`config.mk`:
```
export PLATFORM = sky130hd
export DESIGN_NAME = alu_arbiter
export DESIGN_NICKNAME = d
export VERILOG_FILES = /design/src/rtl/alu_pkg.sv /design/src/rtl/rr_arb2.sv /design/src/rtl/alu_arbiter.sv
export SDC_FILE = /design/constraint.sdc
export NUM_CORES = 1
export LEC_CHECK = 0
export ABC_AREA = 0
export CELL_PAD_IN_SITES_DETAIL_PLACEMENT = 1
export CELL_PAD_IN_SITES_GLOBAL_PLACEMENT = 2
export CORE_MARGIN = 1.5
export CORE_UTILIZATION = 21
export CTS_CLUSTER_SIZE = 10
export DETAILED_ROUTE_END_ITERATION = 6
export PLACE_DENSITY_LB_ADDON = 0.3
export SLEW_MARGIN = 0
export SYNTH_ARGS = -nofsm -noshare
export SYNTH_HDL_FRONTEND = slang
export SYNTH_HIERARCHICAL = 1
export SYNTH_SLANG_ARGS = --single-unit
```
`constraint.sdc`:
```
create_clock -name ClockInput -period 2 [get_ports ClockInput]
set_clock_uncertainty 0.2 [all_clocks]
set_input_delay 0.2 -clock ClockInput [delete_from_list [all_inputs] [get_ports ClockInput]]
set_output_delay 0.2 -clock ClockInput [all_outputs]
set_load 0.02 [all_outputs]
```
`src/rtl/alu_pkg.sv`:
```
// Shared definitions for the ALU arbiter: default widths, ALU function codes
// and the arbiter FSM state encoding.
package alu_pkg;

  localparam int ALU_DATA_WIDTH = 32;
  localparam int ALU_FUNC_WIDTH = 4;

  typedef enum logic [3:0] {
    ALU_ADD = 4'd0,
    ALU_SUB = 4'd1,
    ALU_AND = 4'd2,
    ALU_OR  = 4'd3,
    ALU_XOR = 4'd4
  } alu_func_e;

  typedef enum logic [1:0] {
    IDLE  = 2'd0,
    ISSUE = 2'd1,
    DONE  = 2'd2
  } arb_state_e;

endpackage

```
`src/rtl/rr_arb2.sv`:
```
// Combinational two-way round-robin pick; on a tie the port that did not win
// last time is chosen.
module rr_arb2 (
  input  logic Req0,
  input  logic Req1,
  input  logic LastGrant,
  output logic GrantValid,
  output logic GrantIdx
);

  assign GrantValid = Req0 | Req1;
  assign GrantIdx   = (Req0 & Req1) ? ~LastGrant : Req1;

endmodule

```
`src/rtl/alu_arbiter.sv`:
```
// Shares one negedge-evaluating ALU between two requesters. Handshake: a port
// holds Req and its inputs stable until its one-cycle Done; inputs are latched
// on the grant edge and the result is returned three cycles per operation.
module alu_arbiter
  import alu_pkg::*;
#(
  parameter int DATA_WIDTH = ALU_DATA_WIDTH,
  parameter int FUNC_WIDTH = ALU_FUNC_WIDTH
) (
  input  logic                  ClockInput,
  input  logic                  ResetInputN,
  input  logic                  Req0,
  input  logic                  Req1,
  input  logic [DATA_WIDTH-1:0] PriOperand0,
  input  logic [DATA_WIDTH-1:0] PriOperand1,
  input  logic [DATA_WIDTH-1:0] SecOperand0,
  input  logic [DATA_WIDTH-1:0] SecOperand1,
  input  logic [DATA_WIDTH-1:0] OffsetOperand0,
  input  logic [DATA_WIDTH-1:0] OffsetOperand1,
  input  logic                  AddrCalc0,
  input  logic                  AddrCalc1,
  input  logic [FUNC_WIDTH-1:0] Function0,
  input  logic [FUNC_WIDTH-1:0] Function1,
  output logic                  Done0,
  output logic                  Done1,
  output logic [DATA_WIDTH-1:0] RespResult,
  output logic                  RespZero,
  output logic                  Busy,
  output logic [DATA_WIDTH-1:0] AluPriOperand,
  output logic [DATA_WIDTH-1:0] AluSecOperand,
  output logic [DATA_WIDTH-1:0] AluOffsetOperand,
  output logic                  AluAddressCalculate,
  output logic [FUNC_WIDTH-1:0] AluFunction,
  input  logic [DATA_WIDTH-1:0] AluResult,
  input  logic                  AluZeroFlag,
  output logic [1:0]            DbgState
);

  arb_state_e              r_state;
  arb_state_e              w_next_state;
  logic                    r_owner;
  logic                    r_last_grant;
  logic [DATA_WIDTH-1:0]   r_alu_pri;
  logic [DATA_WIDTH-1:0]   r_alu_sec;
  logic [DATA_WIDTH-1:0]   r_alu_off;
  logic                    r_alu_ac;
  logic [FUNC_WIDTH-1:0]   r_alu_func;
  logic [DATA_WIDTH-1:0]   r_resp_result;
  logic                    r_resp_zero;

  logic                    w_grant_valid;
  logic                    w_grant_idx;

  rr_arb2 u_rr_arb2 (
    .Req0       (Req0),
    .Req1       (Req1),
    .LastGrant  (r_last_grant),
    .GrantValid (w_grant_valid),
    .GrantIdx   (w_grant_idx)
  );

  always_comb begin
    w_next_state = IDLE;
    case (r_state)
      IDLE:    w_next_state = w_grant_valid ? ISSUE : IDLE;
      ISSUE:   w_next_state = DONE;
      DONE:    w_next_state = IDLE;
      default: w_next_state = IDLE;
    endcase
  end

  always_ff @(posedge ClockInput or negedge ResetInputN) begin
    if (!ResetInputN) begin
      r_state       <= IDLE;
      r_owner       <= 1'b0;
      r_last_grant  <= 1'b1;
      r_alu_pri     <= '0;
      r_alu_sec     <= '0;
      r_alu_off     <= '0;
      r_alu_ac      <= 1'b0;
      r_alu_func    <= '0;
      r_resp_result <= '0;
      r_resp_zero   <= 1'b0;
    end else begin
      r_state <= w_next_state;
      if (r_state == IDLE && w_grant_valid) begin
        r_owner      <= w_grant_idx;
        r_last_grant <= w_grant_idx;
        r_alu_pri    <= w_grant_idx ? PriOperand1    : PriOperand0;
        r_alu_sec    <= w_grant_idx ? SecOperand1    : SecOperand0;
        r_alu_off    <= w_grant_idx ? OffsetOperand1 : OffsetOperand0;
        r_alu_ac     <= w_grant_idx ? AddrCalc1      : AddrCalc0;
        r_alu_func   <= w_grant_idx ? Function1      : Function0;
      end
      // The ALU settled on the negedge inside ISSUE, so its outputs are stable here.
      if (r_state == ISSUE) begin
        r_resp_result <= AluResult;
        r_resp_zero   <= AluZeroFlag;
      end
    end
  end

  assign Done0               = (r_state == DONE) && !r_owner;
  assign Done1               = (r_state == DONE) &&  r_owner;
  assign Busy                = (r_state != IDLE);
  assign RespResult          = r_resp_result;
  assign RespZero            = r_resp_zero;
  assign AluPriOperand       = r_alu_pri;
  assign AluSecOperand       = r_alu_sec;
  assign AluOffsetOperand    = r_alu_off;
  assign AluAddressCalculate = r_alu_ac;
  assign AluFunction         = r_alu_func;
  assign DbgState            = r_state;

endmodule

```
==> metrics <==
mapped cell area 6400 sq um; Main synth FF type dfrtp_1; filler instances 3158; Final WS setup 16.3 ps; switching part of the total 0.362; hold_ws 77.5 ps; worst slack at placement -347 ps; sw power 6180 uW; Sink Count 138; sequential-to-total area share from yosys stat 0.539; fin crit share 0.992; root buffer cell clkbuf_16; outcome finished, final reports clean; Post-CTS Setup Repair Bufs 0; CTS tree built; Final Max Slew Viols 0; Mapped Avg Cell Area 15.7 sq um; Syn-to-layout area delta 76.3%; Post-Synth Simple-Gate Area 0.00742; Die Ht 178 microns; routed vias 4906; number of I/O pins 378; top cells by area, synth dfrtp_1 (54%), mux2_2 (40%), mux2_4 (2.1%); Async S/R FF share, synth 1.00; Inserted Clock Buffers 17; synthesis warning total 6; total gr overflow 0; mux cell area share after synthesis 0.422; largest family of logic cells by synthesized area multiplexers; Comb pwr share 0.527; Placeable Area 29800 sq um; Slew @ Worst Pin 502 ps; Yosys top cell area share 0.535; clock buffer depth 2; total track usage 0.137; clk slew on worst S/H paths 70 ps; Hold WC Path Type input port to async pin; Routed Antenna Nets 0; Unique masters post-synth 17; Slew headroom 0.665; Total Power 17100 uW; Routed wire per std cell 18.0 microns; crit start category register; DRT Pass-1 Iters 4; #FFs+latches synth 138; die area 31600 sq um; post-layout minimum cycle time 1980 ps; maximum clock frequency 504 MHz; share of the core filled with cells 0.379; met1 Use GR 0.145; met2 Track Usage GR 0.256; Starting Density 0.215; Mapped Nets 648; Peak VDD IR 615 uV; fraction of layout cells with a size suffix above 1 0.366; crit path capture type register; DP HPWL 16800 microns; P_int 10900 uW; initial antenna violation count 0; Worst Path Required 2090 ps; adder-cell share of the synthesized area 0; GRT busiest layer met2; final setup fails 0; critical path peak fanout 69; vias in the first global route 5748; Synth Area in Compound Gates 0.00117; # DRC 0; final instance area 11300 sq um; RSZ-0062 raised after global routing true; Post-synth EDFFs 0; Hold Vio Cnt, Final 0; crit path DAT 2080 ps; placed inst area 10700 sq um; Rows 63; top-count cell post-synth mux2_2; post-synthesis cell count 409; Post-Synth XOR/XNOR Area 0; pwr dens 1510 nW/um^2; Yosys top cell by area dfrtp_1; drt total wl 21600 microns; met3 Usage GRT 0.0495; DR iter-0 viols 80; max_cap viols 0; PortBufs 377; first-pass GRT wire length 32700 microns; pin count of the biggest net entering global routing 70; top cells by count, synth mux2_2 (228), dfrtp_1 (137), buf_2 (9), buf_4 (9), mux2_4 (9); clock latency at the later pin of the worst-skew pair 410 ps; Die Width 178 microns; Setup CP Type register to register; Leak 0.00449 uW; H-tree Lvls 4; final net count 1038; average vias per placed instance 4.08; Ant. Diodes 0; Reg power frac 0.296; Clk pwr share 0.177; placer congestion estimate 0.747
==> sequential cells by signal, indices dropped and copies added (netlist names) <==
register             cells
AluAddressCalculate      1
AluFunction              4
AluOffsetOperand        32
AluPriOperand           32
AluSecOperand           32
DbgState                 2
RespResult              32
RespZero                 1
r_last_grant             1
r_owner                  1
==> per-layer routing <==
metal,up-vias,share of wire
met5,-,0
met4,0,0.0089
met3,12,0.090
met2,228,0.53
met1,2413,0.37
li1,2253,-
==> power by group through the flow <==
stage               Sequential, uW  Clock (uW)  Combinational (uW)
global route                  5280        3260                9550
floorplan                     6750           0                3050
finish                        5060        3020                9010
global placement              5050           0                9060
CTS                           5090        3160                9200
detailed placement            5110           0                9200
==> final timing paths <==
kind	start	end	slack, ps	cells past startpoint
worst min register to register	RespResult[5]	RespResult[5]	300	1
worst min-delay path	ResetInputN	AluSecOperand[6]	80	2
worst max-delay path	r_last_grant	AluPriOperand[5]	20	4
max in group asynchronous	ResetInputN	AluSecOperand[15]	850	3
worst max register to register	r_last_grant	AluPriOperand[5]	20	4
min in group ClockInput	AluResult[9]	RespResult[9]	190	2
==> worst max-delay path, stage by stage (launching register included) <==
cell	delay, ps
dfstp_2	390
a21boi_4	190
clkbuf_16	350
mux2_2	390
mux2_2	270
==> what timing repair did <==
item | CTS | global route
hold endpoints to repair | 138 | 0
pin swaps | 1 | 0
hold buffers | 1 | 0
gates cloned | 0 | 0
gates resized for setup | 7 | 4
endpoints found under the setup margin | 8 | 37
==> cells in the final DEF, fill, tap and decap left out, types with 2 or more instances in the layout <==
cell type and instances:
inv_8 3, clkbuf_16 18, dfrtp_2 2, dfrtp_1 135
buf_4 12, clkdlybuf4s50_1 371, mux2_4 9, dlygate4sd2_1 4
inv_6 7, clkinv_2 2, buf_12 6, mux2_2 228
clkinvlp_4 2
==> cell type report <==
type | instances | area [sq um] | area share
flip-flops and latches | 138 | 3460 | 0.306
repair buffers | 397 | 4010 | 0.355
inverters | 1 | 3.75 | 0.000332
multi-input cells | 244 | 2780 | 0.246
well taps | 390 | 488 | 0.0432
clock buffers | 17 | 425 | 0.0377
clock inverters | 15 | 129 | 0.0114
==> cells by family after synthesis <==
family	count (synthesis)
buffers and inverters	27
AND/OR/NAND/NOR	6
flip-flops	138
multiplexers	237
AO/OA/AOI/OAI	1
==> per-stage QoR <==
stage               cells  setup TNS (ps)
finish               1202               0
global route         1202            -294
CTS                  1202               0
detailed placement   1169          -27470
global placement     1169          -23830
floorplan             409               0
(Power assumes the default switching activity.)
